[config.mk]
export PLATFORM = sky130hd
export DESIGN_NAME = seq_alu
export DESIGN_NICKNAME = d
export VERILOG_FILES = /design/src/rtl/seq_alu.sv
export SDC_FILE = /design/constraint.sdc
export NUM_CORES = 1
export LEC_CHECK = 0
export CORE_MARGIN = 2
export CORE_UTILIZATION = 52
export DETAILED_ROUTE_END_ITERATION = 8
export PLACE_DENSITY_LB_ADDON = 0.15
export SYNTH_ARGS = -nofsm -noshare
export SYNTH_HDL_FRONTEND = slang
export SYNTH_SLANG_ARGS = --single-unit
[constraint.sdc]
create_clock -name Clock -period 2.1 [get_ports Clock]
set_input_delay 0.21 -clock Clock [delete_from_list [all_inputs] [get_ports Clock]]
set_output_delay 0.21 -clock Clock [all_outputs]
set_load 0.01 [all_outputs]
[src/rtl/seq_alu.sv]
// rtl/seq_alu.sv - registered ALU with shift-and-add multiply; optional accumulate op 7 under SEQ_ALU_ACC_EN
module seq_alu #(
    parameter int WIDTH = 4,
    parameter int CNT_W = 5
) (
    input  logic               Clock,
    input  logic               Resetn,
    input  logic               start,
    input  logic [2:0]         op,
    input  logic [WIDTH-1:0]   A,
    input  logic [WIDTH-1:0]   B,
    input  logic               cin,
    output logic [2*WIDTH-1:0] result,
    output logic               busy,
    output logic               done
);

    localparam logic [0:0] S_IDLE = 1'b0;
    localparam logic [0:0] S_MUL  = 1'b1;

    localparam logic [2:0] OP_ADD = 3'd0;
    localparam logic [2:0] OP_SUB = 3'd1;
    localparam logic [2:0] OP_AND = 3'd2;
    localparam logic [2:0] OP_OR  = 3'd3;
    localparam logic [2:0] OP_XOR = 3'd4;
    localparam logic [2:0] OP_MUL = 3'd5;
    localparam logic [2:0] OP_SHL = 3'd6;

    localparam logic [CNT_W-1:0] LAST_ITER = CNT_W'(WIDTH - 1);

    logic [0:0]         state;
    logic [CNT_W-1:0]   cnt;
    logic [2*WIDTH-1:0] mcand;
    logic [WIDTH-1:0]   mplier;
    logic [2*WIDTH-1:0] acc;

    logic [WIDTH:0]     add_sum;
    logic [WIDTH:0]     sub_sum;
    logic [2*WIDTH-1:0] alu_res;
    logic [2*WIDTH-1:0] acc_next;

    // busy is a pure decode of the registered state, so it is glitch-free
    assign busy = (state == S_MUL);

    assign add_sum  = {1'b0, A} + {1'b0, B} + {{WIDTH{1'b0}}, cin};
    assign sub_sum  = {1'b0, A} + {1'b0, ~B} + {{WIDTH{1'b0}}, 1'b1};
    assign acc_next = acc + (mplier[0] ? mcand : {2*WIDTH{1'b0}});

    // single-cycle result selection; the shift naturally yields 0 once B >= WIDTH
    always_comb begin
        alu_res = '0;
        case (op)
            OP_ADD: alu_res[WIDTH:0]   = add_sum;
            OP_SUB: alu_res[WIDTH:0]   = sub_sum;
            OP_AND: alu_res[WIDTH-1:0] = A & B;
            OP_OR:  alu_res[WIDTH-1:0] = A | B;
            OP_XOR: alu_res[WIDTH-1:0] = A ^ B;
            OP_SHL: alu_res[WIDTH-1:0] = A << B;
`ifdef SEQ_ALU_ACC_EN
            3'd7:   alu_res = result + {{WIDTH{1'b0}}, A};
`else
            3'd7:   alu_res = '0;
`endif
            default: alu_res = '0;
        endcase
    end

    // start acceptance, multiply iteration and result/done registers
    always_ff @(posedge Clock or negedge Resetn) begin
        if (!Resetn) begin
            state  <= S_IDLE;
            cnt    <= '0;
            mcand  <= '0;
            mplier <= '0;
            acc    <= '0;
            result <= '0;
            done   <= 1'b0;
        end else begin
            done <= 1'b0;
            case (state)
                S_IDLE: begin
                    if (start) begin
                        if (op == OP_MUL) begin
                            state  <= S_MUL;
                            acc    <= '0;
                            mcand  <= {{WIDTH{1'b0}}, A};
                            mplier <= B;
                            cnt    <= '0;
                        end else begin
                            result <= alu_res;
                            done   <= 1'b1;
                        end
                    end
                end
                S_MUL: begin
                    acc    <= acc_next;
                    mcand  <= mcand << 1;
                    mplier <= mplier >> 1;
                    cnt    <= cnt + 1'b1;
                    if (cnt == LAST_ITER) begin
                        result <= acc_next;
                        done   <= 1'b1;
                        state  <= S_IDLE;
                    end
                end
                default: state <= S_IDLE;
            endcase
        end
    end

endmodule

==> results_dict.tcl <==
set metrics [dict create \
    syn_area_mm2 0.00258 \
    grtUsageTotal_pct 22.6 \
    clock_skew_ns 0.0102 \
    drive_above_1_share_pct 21.0 \
    die_h_um 74.4 \
    rsz0062_at_grt "yes" \
    wl_met3_um 143 \
    routed_wl_um 5650 \
    gp_congestion 0.905 \
    violations "setup timing" \
    syn_inst 262 \
    grt_pass1_vias 2105 \
    synth-seq-cells 35 \
    worstPathMaxFanout 3 \
    finalCritPeriodShare_pct 101 \
    rr_worst_depth 8 \
    tns_ns -0.0481 \
    period_needed_ns 2.13 \
    cts_buffer_depth 2 \
    yosysWarningCount 0 \
    viasPerCell 5.38 \
    route.vias.total 2051 \
    ant_nets 0 \
    finalSetupViolCount 2 \
    wirelength_met1_um 2590 \
    worst_ir_drop_vdd_mv 0.591 \
    outcome "finished with violations" \
    numPortBuffers 24 \
    start_util_pct 54.3 \
    drt_iter0_drc 84 \
    start_kind "flop" \
    hold_class "in2async" \
    critPathCaptureType "flop" \
    yosysSeqAreaShare_pct 33.9 \
    critPathRequiredTime_ns 2.32 \
    power.density_mw_per_mm2 1160 \
    ios 25 \
    dieArea_mm2 0.00554 \
    core-area_mm2 0.00475 \
    grt_max_degree 36 \
    grt_pass1_wl_um 9600 \
    cts.reportedPaths.clkPinSlew_ns 0.08 \
    clock_sinks 35 \
    avgRoutedWirePerCell_um 14.8 \
    finalPower_mw 3.69 \
    synth_edf_count 0 \
    placed_area_mm2 0.00305 \
    cap_violations 0 \
    synth_cell_types 55 \
    cts_root_buffer "clkbuf_8" \
    cts_tree "built" \
    fp-row-count 25 \
    diodes 0 \
    rr_startpoint "mplier[0]" \
    max_slew.worst_pin.slew_ns 0.473 \
    gr-total-overflow 0 \
    routed.top_layer "met4" \
    stdcell_area_mm2 0.00319 \
    grt_antenna_before_repair 0 \
    rr_endpoint "result[6]" \
    max_freq_ghz 0.470 \
    cts_buffers 5 \
    drt_pass1_iterations 4 \
    drv_slew 0 \
    insertion_delay_ns 0.29 \
    synth_fp_nets 302 \
    h-tree-depth 2 \
    syn_avg_cell_area_um2 9.85 \
    dp_hpwl_um 4290 \
    critPathKind "reg2reg" \
    finalHoldViolCount 0 \
    fp.dieW_um 74.4 \
    hold_buffers 0 \
    critPathArrivalTime_ns 2.35 \
    routed-wl-met2_um 2790 \
    relSlewSlack_pct 68.1 \
    worst_slack_ns -0.0275 \
    fin_nets 353 \
    power_leakage_nw 1.51 \
    ys_dominant_reg_cell "dfrtp_1" \
    drc_errors 0 \
    synthArstFlopShare_pct 100 \
    syn2layout_area_growth_pct 23.5 \
    rrSetupSlack_ns -0.03 \
]
## logic make-up after synthesis
logic type	after synthesis	share of synthesized area, %
xor gates and xnor gates	8	2.72
and+or+nand+nor	74	15.7
DFF	35	33.9
AOI/OAI and AO/OA	74	20.7
muxes	15	6.79
buffers and inverters	31	6.89
adders and majority gates	25	13.3
## layer usage
layer | vias to the layer above | global-route usage (%)
li1 | 1029 | -
met3 | 10 | 3.25
met5 | - | 0
met1 | 979 | 29.2
met4 | 0 | 7.14
met2 | 33 | 38.9
## area by class of cell
type | count | area [µm²]
clock buffers | 6 | 72.6
well taps | 67 | 83.8
flip-flops and latches | 35 | 876
clock inverters | 2 | 12.5
repair buffers | 57 | 500
multi-input cells | 196 | 1570
inverters | 18 | 70.1
fillers | 402 | 1570
## report_power, final
part	internal, mW	switching [mW]	leakage, nW
Sequential	0.982	0.236	0.444
Combinational	1.02	0.969	1.03
Clock	0.232	0.246	0.0412
Total	2.24	1.45	1.51
## per-stage QoR
| step | hold WS, ns | setup WS (ns) | utilization [%] | std cells |
|---|---|---|---|---|
| after floorplan | -0.0856 | 0.0136 | - | 262 |
| after global placement | 0.461 | -0.351 | 64.2 | 372 |
| after detailed placement | 0.471 | -0.386 | 64.2 | 372 |
| after CTS | 0.353 | -0.0700 | 66.2 | 380 |
| after global routing | 0.384 | -0.138 | 67.0 | 381 |
| final | 0.332 | -0.0275 | 67.0 | 381 |
## how the worst max path moves through the flow
stage / slack [ns] / from / end / cells after the start
5_1_grt: -0.14 / mplier[0] / result[6] / 8
2_1_floorplan: 0.01 / mplier[0] / result[6] / 8
6_report: -0.03 / mplier[0] / result[6] / 8
3_5_place_dp: -0.39 / A[0] / result[1] / 8
4_1_cts: -0.07 / mplier[0] / result[6] / 8
3_3_place_gp: -0.35 / A[0] / result[1] / 8
## critical path: stages, from the launching register on
cell      delay (ns)
dfrtp_1         0.40
and2_4          0.15
ha_4            0.16
fa_2            0.37
a211oi_2        0.22
o21bai_1        0.09
a21oi_1         0.17
mux2i_1         0.30
mux2_4          0.19
## state kept, by name, summed over array words and instances, names as in the netlist
| signal | flops |
|---|---|
| mcand | 8 |
| result | 8 |
| mplier | 4 |
| cnt | 5 |
| done | 1 |
| acc | 8 |
| busy | 1 |
## cell usage in the layout, fill, tap and decap left out, types with 2 or more instances in the layout
cell type	Yosys	final
ha_4	0	2
a32oi_1	2	2
nor2_1	12	12
nor2b_1	4	4
o21a_1	4	4
nor2b_4	2	2
xnor2_1	5	4
o21ai_1	9	10
o22ai_1	3	3
o21ai_0	13	12
dfrtp_1	35	35
nor4_1	2	2
nor3_2	2	3
and2_1	7	6
dlygate4sd2_1	0	2
inv_1	17	17
fa_1	4	2
o31ai_2	2	2
or2_2	2	2
clkbuf_8	0	5
clkdlybuf4s50_1	0	21
a21oi_1	10	10
buf_4	0	32
a31o_1	2	2
nand3b_1	2	2
a21o_1	5	5
ha_1	21	19
fa_2	0	2
nand2_1	26	26
a22o_1	6	6
a31oi_1	5	5
xor2_1	3	3
a211oi_2	2	2
nand2b_1	2	2
mux2_4	2	2
nand3_1	6	6
mux2i_1	10	10
## repair_timing
action                     4_1_cts  5_1_grt
pin swaps                        5        4
setup buffers                    0        1
cloned                           0        0
setup endpoints to repair        6       11
resized for setup                6        6
## synth_stat cells (all sizes together), types with 2 or more instances
| master | n | area share, % |
|---|---|---|
| nor4 | 2 | 0.48 |
| o22ai | 3 | 0.73 |
| buf | 12 | 4.0 |
| mux2 | 4 | 2.0 |
| a22o | 6 | 2.0 |
| a31o | 2 | 0.68 |
| o31ai | 2 | 0.97 |
| nor2 | 13 | 2.0 |
| o21ai | 22 | 4.3 |
| nor3 | 4 | 1.2 |
| and2 | 7 | 1.7 |
| fa | 4 | 3.1 |
| nand3b | 3 | 1.4 |
| a21oi | 10 | 1.9 |
| mux2i | 10 | 3.9 |
| nand2 | 26 | 3.8 |
| dfrtp | 35 | 34 |
| o21a | 4 | 1.2 |
| a31oi | 5 | 1.2 |
| nor2b | 6 | 2.0 |
| xor2 | 3 | 1.0 |
| inv | 18 | 2.7 |
| a21o | 5 | 1.5 |
| nand2b | 2 | 0.48 |
| or2 | 2 | 0.48 |
| a211oi | 2 | 0.97 |
| ha | 21 | 10 |
| nand3 | 6 | 1.2 |
| a32oi | 3 | 1.7 |
| xnor2 | 5 | 1.7 |
No activity file was read; power rests on OpenSTA's default activity.
==> RTL change 1, RTL diff (same settings) <==
Set the parameter `WIDTH` to 5 (it was 4).
--- a/src/rtl/seq_alu.sv
+++ b/src/rtl/seq_alu.sv
@@ -1,6 +1,6 @@
 // rtl/seq_alu.sv - registered ALU with shift-and-add multiply; optional accumulate op 7 under SEQ_ALU_ACC_EN
 module seq_alu #(
-    parameter int WIDTH = 4,
+    parameter int WIDTH = 5,
     parameter int CNT_W = 5
 ) (
     input  logic               Clock,
Ports: changed (resized A, B and result); port bits go from 25 to 29. No check against the original RTL was run, so the function may have changed too.
==> RTL change 1 against the original RTL <==
  * First-iteration DRC count is 65% higher
  * Total power is 25% higher
  * Final area is 23% higher
  * Area after synthesis is 18% higher
  * Sequential cell count is 7 higher
  * Sequential share of layout area is 0.70 points lower
  * Non-clock buffer count is 19 higher
  * Count of clock-buffer cells in the layout is 1 lower
  * Setup slack better by 0.048 ns
  * Critical path depth is 3 higher
  * Global-route usage is 1.1 points higher
  * Final cell count is 24% higher
  * Wire length is 30% higher
  * Largest cell class unchanged
==> RTL change 1: results (changes against the original RTL) <==
The post-layout minimum cycle time is 2.080 ns (-0.04800 ns), and the deepest clock path buffer count is 2 (unchanged). The tools report the detailed placement HPWL as 5.625 mm (+31%). By count the netlist is led by dfrtp_1, nand2_1, ha_1. Via count of the first global-routing pass: 2472 (+17%). After synthesis, the cell types taking the most area are dfrtp_1, ha_1, nand2_1. The adder-cell area share of the yosys netlist is 0.1333 (+0.0004526). The tools report the tightest slew margin relative to the limit as 0.6536 (-0.02738). The number of vias per cell was 5.548 (+3.1%); the worst slack after detailed placement was -0.5668 ns (-0.1812 ns). The peak ir drop on the vdd network is 0.0008219 V (+39%), and the average routed wire per standard cell is 15.57 um (+5.1%). The tools report the Yosys warning count as 0 (unchanged). The tools report the setup slack of the most critical reg-to-reg path as 0.02 ns (+0.05 ns).

The xor and xnor fraction of the mapped netlist area is 0.04033 (+0.01317), and the count of final max-slew check failures is 0 (unchanged). The share of synthesized flip-flops with an asynchronous set or reset is 1.000 (unchanged). The type of the most critical hold path is input pin to flip-flop. The tools report the wire length of the first global-routing pass as 11.92 mm (+24%). The routability congestion estimate from global placement is 0.9198 (+1.6%). The antenna diode instance count is 0 (unchanged). The maximum number of pins on one net before global-route repair was 43 (+19%). The arrival time at the worst endpoint was 2.25 ns (-0.10 ns); the multiplexer share of the synthesized area was 0.05062 (-0.01728). The tools report the count of cell types in the netlist as 47 (-15%). The tools report the clock insertion delay at the later pin of the skew report as 0.29 ns (about the same). The number of buffers added on ports was 28 (+17%).

In the final layout, the registers with the most flip-flops are acc (10), mcand (10), result (10). The register area share after synthesis was 0.3457 (+0.006203). The fraction of final layout cells with drive strength greater than 1 is 0.2120 (+0.001779), and the complex-gate fraction of the synthesized area is 0.2004 (-0.006184). The logs give 0.009015 ns (-0.001193 ns) for the setup skew after layout and 0 (unchanged) for the initial antenna violation count.

Internal cell power: 2.769 mW (+24%). The clock edge transition at the registers on the reported setup and hold paths works out to 0.08 ns (about the same). The flow ran to the end, and the final reports show no timing, DRC or antenna violations. The total leakage power is 1.871 nW (+24%). The count of H-tree levels built during CTS came out at 2 (unchanged).

The tools report the synthesized net count as 379 (+25%). Buffer type at the clock tree root: clkbuf_8. The tools report the final net count as 447 (+27%). The maximum fanout count along the critical path was 4 (+1); the number of DRC markers in iteration 0 was 139 (+65%). The overall routing resource usage came out at 0.2366 (+0.01090). The first-pass iteration count of the detailed router was 5 (+1). The TritonCTS buffer count is 5 (unchanged), and the final-layout worst hold slack is 0.3332 ns (+0.0008490 ns).
RTL change 1: cell count changes after synthesis, sizes merged, moves of 4 or more:
cell / change
a22o: +9
nand2b: +7
inv: +8
nand2: +10
xnor2: +5
dfrtp: +7
o31ai: +4
clkbuf: +4
nor2: +4
a21oi: +5
nand4: +6
ha: +5
a211oi: +6
RTL change 1: worst max-delay path: stages, from the launching register on:
cell and delay (ns):
dfrtp_1 0.40, and2_4 0.18, ha_4 0.13, inv_2 0.04, fa_2 0.42, nor2b_4 0.17, o31ai_4 0.09, buf_4 0.14
buf_4 0.12, nand3_2 0.08, o21a_1 0.12, o31ai_1 0.07
RTL change 1: cell type report:
class                           count  area (um^2)
Inverter                           26        100.1
Timing Repair Buffer               76        658.1
Clock buffer                        5        68.82
Clock inverter                      3        40.04
Tap cell                           72        90.09
Sequential cell                    42         1051
Multi-Input combinational cell    249         1916
Fill cell                         446         1650
RTL change 1: layer usage:
metal	wire length (um)	track usage
met1	3508	0.3390
met2	3449	0.3767
met3	341	0.04494
met4	63	0.03898
met5	0	0
RTL change 1: path summary, 6_finish.rpt:
check | startpoint | to | cells past startpoint
setup / recovery | mplier[0] | result[4] | 11
hold / removal | A[0] | mcand[0] | 4
setup reg to reg | mplier[0] | result[4] | 11
hold reg to reg | mplier[2] | mplier[2] | 2
max in group asynchronous | Resetn | acc[0] | 3
min in group asynchronous | Resetn | result[8] | 3
RTL change 1: kinds of logic after synthesis:
| group | Yosys count |
|---|---|
| AO/OA/AOI/OAI | 89 |
| XOR/XNOR | 14 |
| adder cells (fa/ha/maj) | 30 |
| buffers and inverters | 41 |
| flip-flops | 42 |
| multiplexers | 14 |
| AND/OR/NAND/NOR | 102 |
RTL change 1: what timing repair did:
action | in CTS | in global routing
hold endpoints to repair | 42 | 0
pin swaps | 0 | 15
setup buffers | 0 | 1
resized for setup | 4 | 30
setup endpoints to repair | 7 | 14
hold buffers | 1 | 0
RTL change 1: through the flow:
stage | power [mW] | std cells | utilization | area [um^2] | TNS (ns)
6_report | 4.597 | 473 | 0.7039 | 3924 | 0
5_1_grt | 4.975 | 473 | 0.7039 | 3924 | -0.5147
4_1_cts | 4.434 | 472 | 0.6855 | 3821 | -0.05377
3_5_place_dp | 3.794 | 463 | 0.6633 | 3697 | -1.814
3_3_place_gp | 3.705 | 463 | 0.6633 | 3697 | -1.522
2_1_floorplan | 2.897 | 332 | - | 3040 | 0
RTL change 1: power groups by stage:
stage,clock network [mW],logic (mW),registers [mW]
2_1_floorplan,0,1.48,1.41
3_3_place_gp,0,2.28,1.43
3_5_place_dp,0,2.35,1.44
4_1_cts,0.638,2.37,1.43
5_1_grt,0.679,2.80,1.49
6_report,0.627,2.53,1.44
==> RTL change 2, RTL diff (same flow settings) <==
Made on the original files. Register the output `busy`, without a reset; this adds one clock of latency there. The other outputs are not delayed to match. Comments in the files are not updated.
--- a/src/rtl/seq_alu.sv
+++ b/src/rtl/seq_alu.sv
@@ -40,7 +40,9 @@
     logic [2*WIDTH-1:0] acc_next;
 
     // busy is a pure decode of the registered state, so it is glitch-free
-    assign busy = (state == S_MUL);
+    always_ff @(posedge Clock) begin
+        busy <= (state == S_MUL);
+    end
 
     assign add_sum  = {1'b0, A} + {1'b0, B} + {{WIDTH{1'b0}}, cin};
     assign sub_sum  = {1'b0, A} + {1'b0, ~B} + {{WIDTH{1'b0}}, 1'b1};
Check against the original RTL: not equivalent (a bounded check fails within 4 cycles, from zero or initial values and one cycle with Resetn low).
==> RTL change 2 against the original RTL <==
  * Sequential cell count rose by 1
  * Wire length fell by 3.3%
  * Area after synthesis fell by 5.4%
  * Critical path depth did not move
  * Final area fell by 4.4%
  * Critical path type is now input pin to flip-flop
  * Combinational power fell by 9%
  * Total power fell by 1.6%
  * Largest cell class unchanged
  * First-iteration DRC count rose by 17%
  * Clock power rose by 23%
  * Global-route usage rose by 0.89 points
  * Clock skew fell by 0.0044 ns
  * Setup slack improved by 0.12 ns
==> RTL change 2: results (changes against the original RTL) <==
The share of synthesized flip-flops with an asynchronous set or reset works out to 0.9722 (-0.02778). The switching power share of the total was 0.3814 (-0.01223); the final net count was 340 (-3.7%). The run gives 287 (-5.0%) as the synthesized net count. The final-layout worst hold slack is 0.3355 ns (+0.003138 ns). The worst register-to-register path ends at result[7]. The via count of the first global-routing pass was 2056 (-2.3%); the actual slew at the worst max-slew pin was 0.4471 ns (-0.02551 ns). The delay of the slowest cell on the worst path works out to 0.49 ns (+0.09 ns). The detailed placement HPWL is 4.194 mm (-2.2%), and the maximum fanout count along the critical path is 5 (+2).

The via count of the routed design is 1998 (-2.6%). The setup skew after layout came out at 0.005815 ns (-0.004393 ns). The run gives 0.0008483 V (+43%) as the peak ir drop on the vdd network. The run finished with clean final reports.

The register area share after synthesis is 0.3672 (+0.02770), and the adder-cell area share of the yosys netlist is 0.1405 (+0.007632). The xor and xnor fraction of the mapped netlist area is 0.04667 (+0.01951). The number of filler cells placed in the layout was 360 (-10%); the multiplexer share of the synthesized area was 0.05026 (-0.01764).

In this run the critical register-to-register path is launched from mcand[1]. The arrival time at the worst endpoint is 2.17 ns (-0.18 ns), and the clock insertion delay at the later pin of the skew report is 0.28 ns. The logs give 0.9320 (+2.9%) for the routability congestion estimate from global placement and 0.09 ns (+0.12 ns) for the setup slack of the most critical reg-to-reg path.

The number of DRC markers in iteration 0 came out at 98 (+17%). For the total leakage power, the log shows 1.429 nW (-5.6%). The overall routing resource usage was 0.2346 (+0.008931); the post-place instance area was 2922 um^2 (-4.3%). For the wire length of the first global-routing pass, the log shows 9.480 mm (-1.3%). The run gives 5.460 mm (-3.3%) as the detailed-route wire length.

The fraction of final layout cells with drive strength greater than 1 was 0.1728 (-0.03743); the complex-gate fraction of the synthesized area was 0.2082 (+0.001610). The initial antenna violation count is 0 (unchanged).
-- RTL change 2: cell count changes after synthesis, moves of 3 or more --
cell and delta:
a211oi_1 +4, a22o_1 +6, buf_6 -6, inv_1 -4, nand3_1 -4, o21a_1 -3, o21ai_0 +8, o21ai_1 -5
o22ai_1 -3, xnor2_1 +5
-- RTL change 2: power by group through the flow --
stage          logic [mW]  registers (mW)  clock network, mW
4_1_cts              1.82            1.21              0.600
5_1_grt              2.01            1.25              0.635
2_1_floorplan        1.15            1.22                  0
6_report             1.82            1.21              0.588
3_5_place_dp         1.80            1.23                  0
3_3_place_gp         1.75            1.21                  0
-- RTL change 2: worst max-delay path: cells and delay by family --
kind	cells	cell delay (ns)
compound gates	3	0.59
buf+inv	2	0.57
simple gates	1	0.36
fa+ha+maj	1	0.30
xor+xnor	1	0.14
-- RTL change 2: repair_timing --
item / 4_1_cts / 5_1_grt
pin swaps: 2 / 7
buffers inserted: 1 / 0
endpoints found under the setup margin: 3 / 9
gates cloned: 0 / 0
gates resized for setup: 5 / 5
-- RTL change 2: per-stage QoR --
step | utilization | setup TNS [ns] | setup slack [ns] | power, mW | cells
2_1_floorplan | - | 0 | 0.03494 | 2.367 | 247
3_3_place_gp | 0.6574 | -0.7768 | -0.4224 | 2.959 | 344
3_5_place_dp | 0.6574 | -1.012 | -0.5084 | 3.020 | 344
4_1_cts | 0.6836 | 0 | 0.01183 | 3.629 | 353
5_1_grt | 0.6858 | 0 | 0.003722 | 3.903 | 353
6_report | 0.6858 | 0 | 0.08939 | 3.627 | 353
-- RTL change 2: routing by layer --
layer / routed length [um] / global-route usage / vias up
met1: 2453 / 0.3098 / 960
met5: 0 / 0 / -
met2: 2719 / 0.3802 / 39
li1: - / - / 989
met4: 98 / 0.08642 / 0
met3: 188 / 0.05278 / 10
-- RTL change 2: cell type report --
| cell class | instances | area [um^2] | area share |
|---|---|---|---|
| Inverter | 15 | 61.31 | 0.02011 |
| Multi-Input combinational cell | 187 | 1449 | 0.4754 |
| Clock inverter | 2 | 35.03 | 0.01149 |
| Tap cell | 52 | 65.06 | 0.02135 |
| Clock buffer | 6 | 72.57 | 0.02381 |
| Timing Repair Buffer | 55 | 469.2 | 0.1539 |
| Sequential cell | 36 | 895.9 | 0.2939 |
-- RTL change 2: kinds of logic after synthesis --
group           Yosys count
mux                      11
compound gates           73
flops                    36
fa+ha+maj                25
buf+inv                  24
simple gates             65
xor+xnor                 13
-- RTL change 2: worst max path at each step --
| stage | startpoint | to | slack (ns) |
|---|---|---|---|
| after CTS | mplier[0] | result[5] | 0.01 |
| after floorplan | mplier[0] | acc[6] | 0.03 |
| after detailed placement | A[0] | result[1] | -0.51 |
| after global routing | A[1] | result[1] | 0.004 |
| final | B[1] | result[3] | 0.09 |
| after global placement | A[0] | result[1] | -0.42 |
